<file path="src/rtl/uart_frame_parser.sv">
// uart_frame_parser
// Consumes the UART receiver byte stream and assembles SYNC, LEN, PAYLOAD[LEN], CHK
// frames. Payload bytes are streamed out as they arrive. The frame is then
// validated by length, by XOR checksum and by an inter-byte timeout.
// Every output is registered, so each pulse appears one clock after its accept cycle.
module uart_frame_parser #(
  parameter int          MAX_LEN      = 16,
  parameter logic [7:0]  SYNC_BYTE    = 8'hAA,
  parameter int          TIMEOUT_CLKS = 100000
) (
  input  logic       clock,
  input  logic       reset,
  input  logic [7:0] rx_data,
  input  logic       rx_finish,
  output logic [7:0] payload_byte,
  output logic       payload_valid,
  output logic       frame_done,
  output logic       frame_error,
  output logic [1:0] err_code,
  output logic [7:0] frame_len
);

  // The timeout counter only has to reach TIMEOUT_CLKS-1.
  localparam int TW = (TIMEOUT_CLKS > 1) ? $clog2(TIMEOUT_CLKS) : 1;
  localparam logic [TW-1:0] TO_LAST = (TIMEOUT_CLKS > 0) ? TW'(TIMEOUT_CLKS - 1) : '0;
  localparam logic [8:0] MAX_LEN9 = 9'(MAX_LEN);

  localparam logic [1:0] ERR_LEN     = 2'b01;
  localparam logic [1:0] ERR_CHK     = 2'b10;
  localparam logic [1:0] ERR_TIMEOUT = 2'b11;

  typedef enum logic [1:0] {
    S_SYNC,
    S_LEN,
    S_PAYLOAD,
    S_CHECK
  } state_t;

  state_t        state_reg;
  logic          rx_prev_reg;
  logic [7:0]    chk_reg;
  logic [7:0]    cnt_reg;
  logic [7:0]    len_reg;
  logic [TW-1:0] to_cnt_reg;

  logic accept;
  logic timeout_hit;
  logic last_payload;

  // A byte is accepted only on the rising edge of rx_finish. The timeout fires only
  // mid-frame and only when it is enabled.
  always_comb begin
    accept       = rx_finish & ~rx_prev_reg;
    timeout_hit  = (TIMEOUT_CLKS != 0) && (state_reg != S_SYNC) && (to_cnt_reg == TO_LAST);
    last_payload = ({1'b0, cnt_reg} + 9'd1) == {1'b0, len_reg};
  end

  // Frame FSM with registered outputs. An accepted byte takes priority over a timeout
  // expiry in the same cycle.
  always_ff @(posedge clock) begin
    if (reset) begin
      state_reg     <= S_SYNC;
      rx_prev_reg   <= 1'b0;
      chk_reg       <= '0;
      cnt_reg       <= '0;
      len_reg       <= '0;
      to_cnt_reg    <= '0;
      payload_byte  <= '0;
      payload_valid <= 1'b0;
      frame_done    <= 1'b0;
      frame_error   <= 1'b0;
      err_code      <= '0;
      frame_len     <= '0;
    end else begin
      rx_prev_reg   <= rx_finish;
      payload_valid <= 1'b0;
      frame_done    <= 1'b0;
      frame_error   <= 1'b0;

      // The timeout counter idles while hunting and restarts on every accepted byte.
      if (state_reg == S_SYNC || accept) begin
        to_cnt_reg <= '0;
      end else begin
        to_cnt_reg <= to_cnt_reg + 1'b1;
      end

      if (accept) begin
        case (state_reg)
          S_SYNC: begin
            if (rx_data == SYNC_BYTE) begin
              chk_reg   <= '0;
              state_reg <= S_LEN;
            end
          end
          S_LEN: begin
            chk_reg <= rx_data;
            cnt_reg <= '0;
            len_reg <= rx_data;
            if ({1'b0, rx_data} > MAX_LEN9) begin
              frame_error <= 1'b1;
              err_code    <= ERR_LEN;
              state_reg   <= S_SYNC;
            end else if (rx_data == 8'd0) begin
              state_reg <= S_CHECK;
            end else begin
              state_reg <= S_PAYLOAD;
            end
          end
          S_PAYLOAD: begin
            payload_byte  <= rx_data;
            payload_valid <= 1'b1;
            chk_reg       <= chk_reg ^ rx_data;
            cnt_reg       <= cnt_reg + 8'd1;
            if (last_payload) begin
              state_reg <= S_CHECK;
            end
          end
          S_CHECK: begin
            if (rx_data == chk_reg) begin
              frame_done <= 1'b1;
              frame_len  <= len_reg;
            end else begin
              frame_error <= 1'b1;
              err_code    <= ERR_CHK;
            end
            state_reg <= S_SYNC;
          end
          default: state_reg <= S_SYNC;
        endcase
      end else if (timeout_hit) begin
        frame_error <= 1'b1;
        err_code    <= ERR_TIMEOUT;
        state_reg   <= S_SYNC;
      end
    end
  end

endmodule

</file>
<file path="config.mk">
export PLATFORM = sky130hd
export DESIGN_NAME = uart_frame_parser
export DESIGN_NICKNAME = d
export VERILOG_FILES = /design/src/rtl/uart_frame_parser.sv
export SDC_FILE = /design/constraint.sdc
export NUM_CORES = 1
export LEC_CHECK = 0
export CAP_MARGIN = 40
export CORE_MARGIN = 2
export CORE_UTILIZATION = 55
export CTS_BUF_LIST = sky130_fd_sc_hd__clkbuf_16
export CTS_CLUSTER_SIZE = 14
export DETAILED_ROUTE_END_ITERATION = 8
export GPL_TIMING_DRIVEN = 0
export HOLD_SLACK_MARGIN = 0.12
export PLACE_DENSITY = 0.77
export SYNTH_ARGS = -nofsm -noshare
export SYNTH_HDL_FRONTEND = slang
export SYNTH_SLANG_ARGS = --single-unit
</file>
<file path="constraint.sdc">
create_clock -name clock -period 2.6 [get_ports clock]
set_input_delay 0.52 -clock clock [delete_from_list [all_inputs] [get_ports clock]]
set_output_delay 0.52 -clock clock [all_outputs]
set_load 0.05 [all_outputs]
</file>
==> out/results.ini <==
[setup_path]
max_stage_delay_ns = 0.56
cp_top_family = simple AND/OR/NAND/NOR gates
crit_type = input pin to flip-flop
startpoint_type = input pin
end_kind = flip-flop
slowest_stage = clkdlybuf4s50_1
crit_buf_inv = 1
crit_path_cell_trace = clkdlybuf4s50_1 > xor2_1 > nor4_1 > nand2_1 > nor2_4 > mux2i_1 > nor2_1
crit_arrival_ns = 2.61
crit_path_max_fanout = 8
required_ns = 2.80
reg2reg_setup_slack_ns = 0.20

[grt]
grt_first_pass_wirelength_um = 12800
grt_overflow = 0
grt_usage = 0.251
grt_antenna_before_repair = 0
grt_max_degree = 11
grt_pass1_vias = 2810

[floorplanning]
core_sq_um = 5850
die_x_um = 81.2
start_util = 0.560
die_height_um = 81.2
dieArea_sq_um = 6590
fp-row-count = 28
boundaryPins = 32

[routing]
via_per_inst = 5.84
drc = 0
totalWireLength_um = 7780
wl_per_cell_um = 15.0
dr.pass1.iters = 5
drtIter0Drc = 224
postRouteAntennaNets = 0
vias = 3023

[clock_tree]
clockBufferDepth = 2
insertion_delay_ns = 0.33
cts_root_buffer = clkbuf_16
clock_sinks = 65
cts_tree = built
cts.htree.levels = 3
cts_buffers = 9
clk_pin_slew_worst_paths_ns = 0.05

[yosys]
syn_area_per_cell_sq_um = 8.17
synthFlopType = dfxtp_1
ys_async_sr_fraction = 0
ys_top_cells_by_area = dfxtp_1 40%, xor2_1 6.1%, nand2_1 6.0%
synth.most_common_cell = dfxtp_1
yosysTopAreaCell = dfxtp_1
synth_top_area_frac = 0.397
ys_ff_latch = 65
synthesis.nets = 419
netlist_instances = 401
seq_area_frac_synth = 0.397
synth_cell_type_count = 54
syn-cell-area_sq_um = 3280
yosys_warnings = 0
yosys-top-cells-count = 65 x dfxtp_1, 52 x nand2_1, 50 x nor2_1
synth_edf_count = 0

[pwr]
power.density_nw_per_um2 = 568
cellLeakagePower_nw = 1.36
p_total_mw = 2.23
vdd_drop_max_v = 0.000424

[layout]
fill_cells = 486
drive_gt1_frac = 0.0700
final_nets = 456
insertedDiodeCount = 0
area_delta_synth_final_pct = 19.6
utilization = 0.669
largest_register_ffs = 17

[placed_design]
port_buffers = 26
hpwl_um = 5350
routabilityCongestion = 0.870
place_ws_ns = -0.190

[sta]
slew_violations = 0
layout_setup_ws_ns = 0.187
report.final.setup_viol = 0
rsz0062_at_grt = false
tns_ns = 0
clock.fmax_ghz = 0.414
period_share = 0.928
worst_pin_slew_ns = 0.535
fin_skew_ns = 0.00599
hold_viol_final = 0
relSlewSlack = 0.642
finalCriticalPeriod_ns = 2.41

[min_path]
min_path_type = flip-flop to flip-flop

[outcome]
status = completed

[flow_run]
drv_cap = 0

## worst reg2reg max path, delay by kind of cell (launching register included)
| family | cells | cell delay, ns |
|---|---|---|
| AOI/OAI and AO/OA | 3 | 0.84 |
| adders and majority gates | 1 | 0.18 |
| buffers and inverters | 1 | 0.21 |
| DFF | 1 | 0.43 |
| and+or+nand+nor | 3 | 0.62 |
## routing by layer
metal | vias up | wire length [um] | track usage
li1 | 1488 | - | -
met1 | 1424 | 3490 | 0.317
met2 | 94 | 3690 | 0.417
met3 | 17 | 467 | 0.0611
met4 | 0 | 131 | 0.0847
met5 | - | 0 | 0
## metrics by stage
stage          std cells  hold slack, ns  cell area (sq um)
2_1_floorplan        401           0.413               3280
3_3_place_gp         502           0.428               3630
3_5_place_dp         502           0.445               3630
4_1_cts              518           0.453               3910
5_1_grt              518           0.478               3920
6_report             518           0.448               3920
## area by class of cell
class,instances,area (sq um),area share
well taps,75,93.8,0.0240
clock inverters,7,53.8,0.0137
inverters,5,18.8,0.00479
multi-input cells,303,1840,0.469
repair buffers,26,260,0.0665
flip-flops and latches,65,1300,0.332
plain buffers,28,126,0.0323
clock buffers,9,225,0.0575
## cells in the final DEF, fill, tap and decap left out, types with 2 or more instances in the layout
master / synthesis / final
a21o_1: 6 / 6
a21oi_1: 29 / 29
a221oi_1: 5 / 5
a22oi_1: 7 / 7
and3_1: 4 / 4
and4_1: 3 / 3
buf_2: 10 / 10
clkbuf_1: 17 / 16
clkbuf_16: 0 / 9
clkdlybuf4s50_1: 0 / 26
clkinv_1: 0 / 3
dfxtp_1: 65 / 65
ha_1: 7 / 7
inv_1: 5 / 7
mux2i_1: 8 / 8
nand2_1: 52 / 52
nand3_1: 22 / 22
nand4_1: 4 / 4
nor2_1: 50 / 50
nor2b_1: 12 / 12
nor3_1: 9 / 9
nor3b_1: 2 / 2
nor4_2: 1 / 2
nor4b_1: 2 / 2
o2111ai_1: 2 / 2
o21ai_0: 13 / 13
o22ai_1: 6 / 6
xnor2_1: 8 / 8
xor2_1: 23 / 23
## final timing paths
path,startpoint,endpoint,depth (start not counted)
worst max-delay path,rx_data[3],frame_len[6]$_SDFFE_PP0P_,7
worst max register to register,cnt_reg[1]$_SDFFE_PP0P_,state_reg[1]$_SDFFE_PP0P_,8
worst min-delay path,to_cnt_reg[0]$_SDFF_PP0_,to_cnt_reg[0]$_SDFF_PP0_,1
worst min register to register,to_cnt_reg[0]$_SDFF_PP0_,to_cnt_reg[0]$_SDFF_PP0_,1
## report_power, final
group	internal, mW	switching, mW	leakage (nW)
Combinational	0.0276	0.0593	0.693
Sequential	1.00	0.00211	0.524
Clock	0.722	0.413	0.144
Total	1.75	0.474	1.36
## what timing repair did
action	in CTS	in global routing
resized for setup	0	3
setup endpoints to repair	0	9
setup buffers	0	0
hold buffers	0	0
## cell families (layout without fill, tap and decap cells)
kind of cell               after synthesis  count (layout)  share of synthesized area
buffers and inverters                   33              75                     0.0439
DFF                                     65              65                      0.397
AOI/OAI and AO/OA                       82              82                      0.163
xor gates and xnor gates                31              31                     0.0829
muxes                                    8               8                     0.0244
adders and majority gates                7               7                     0.0267
and+or+nand+nor                        175             175                      0.261
(Power assumes the default switching activity.)
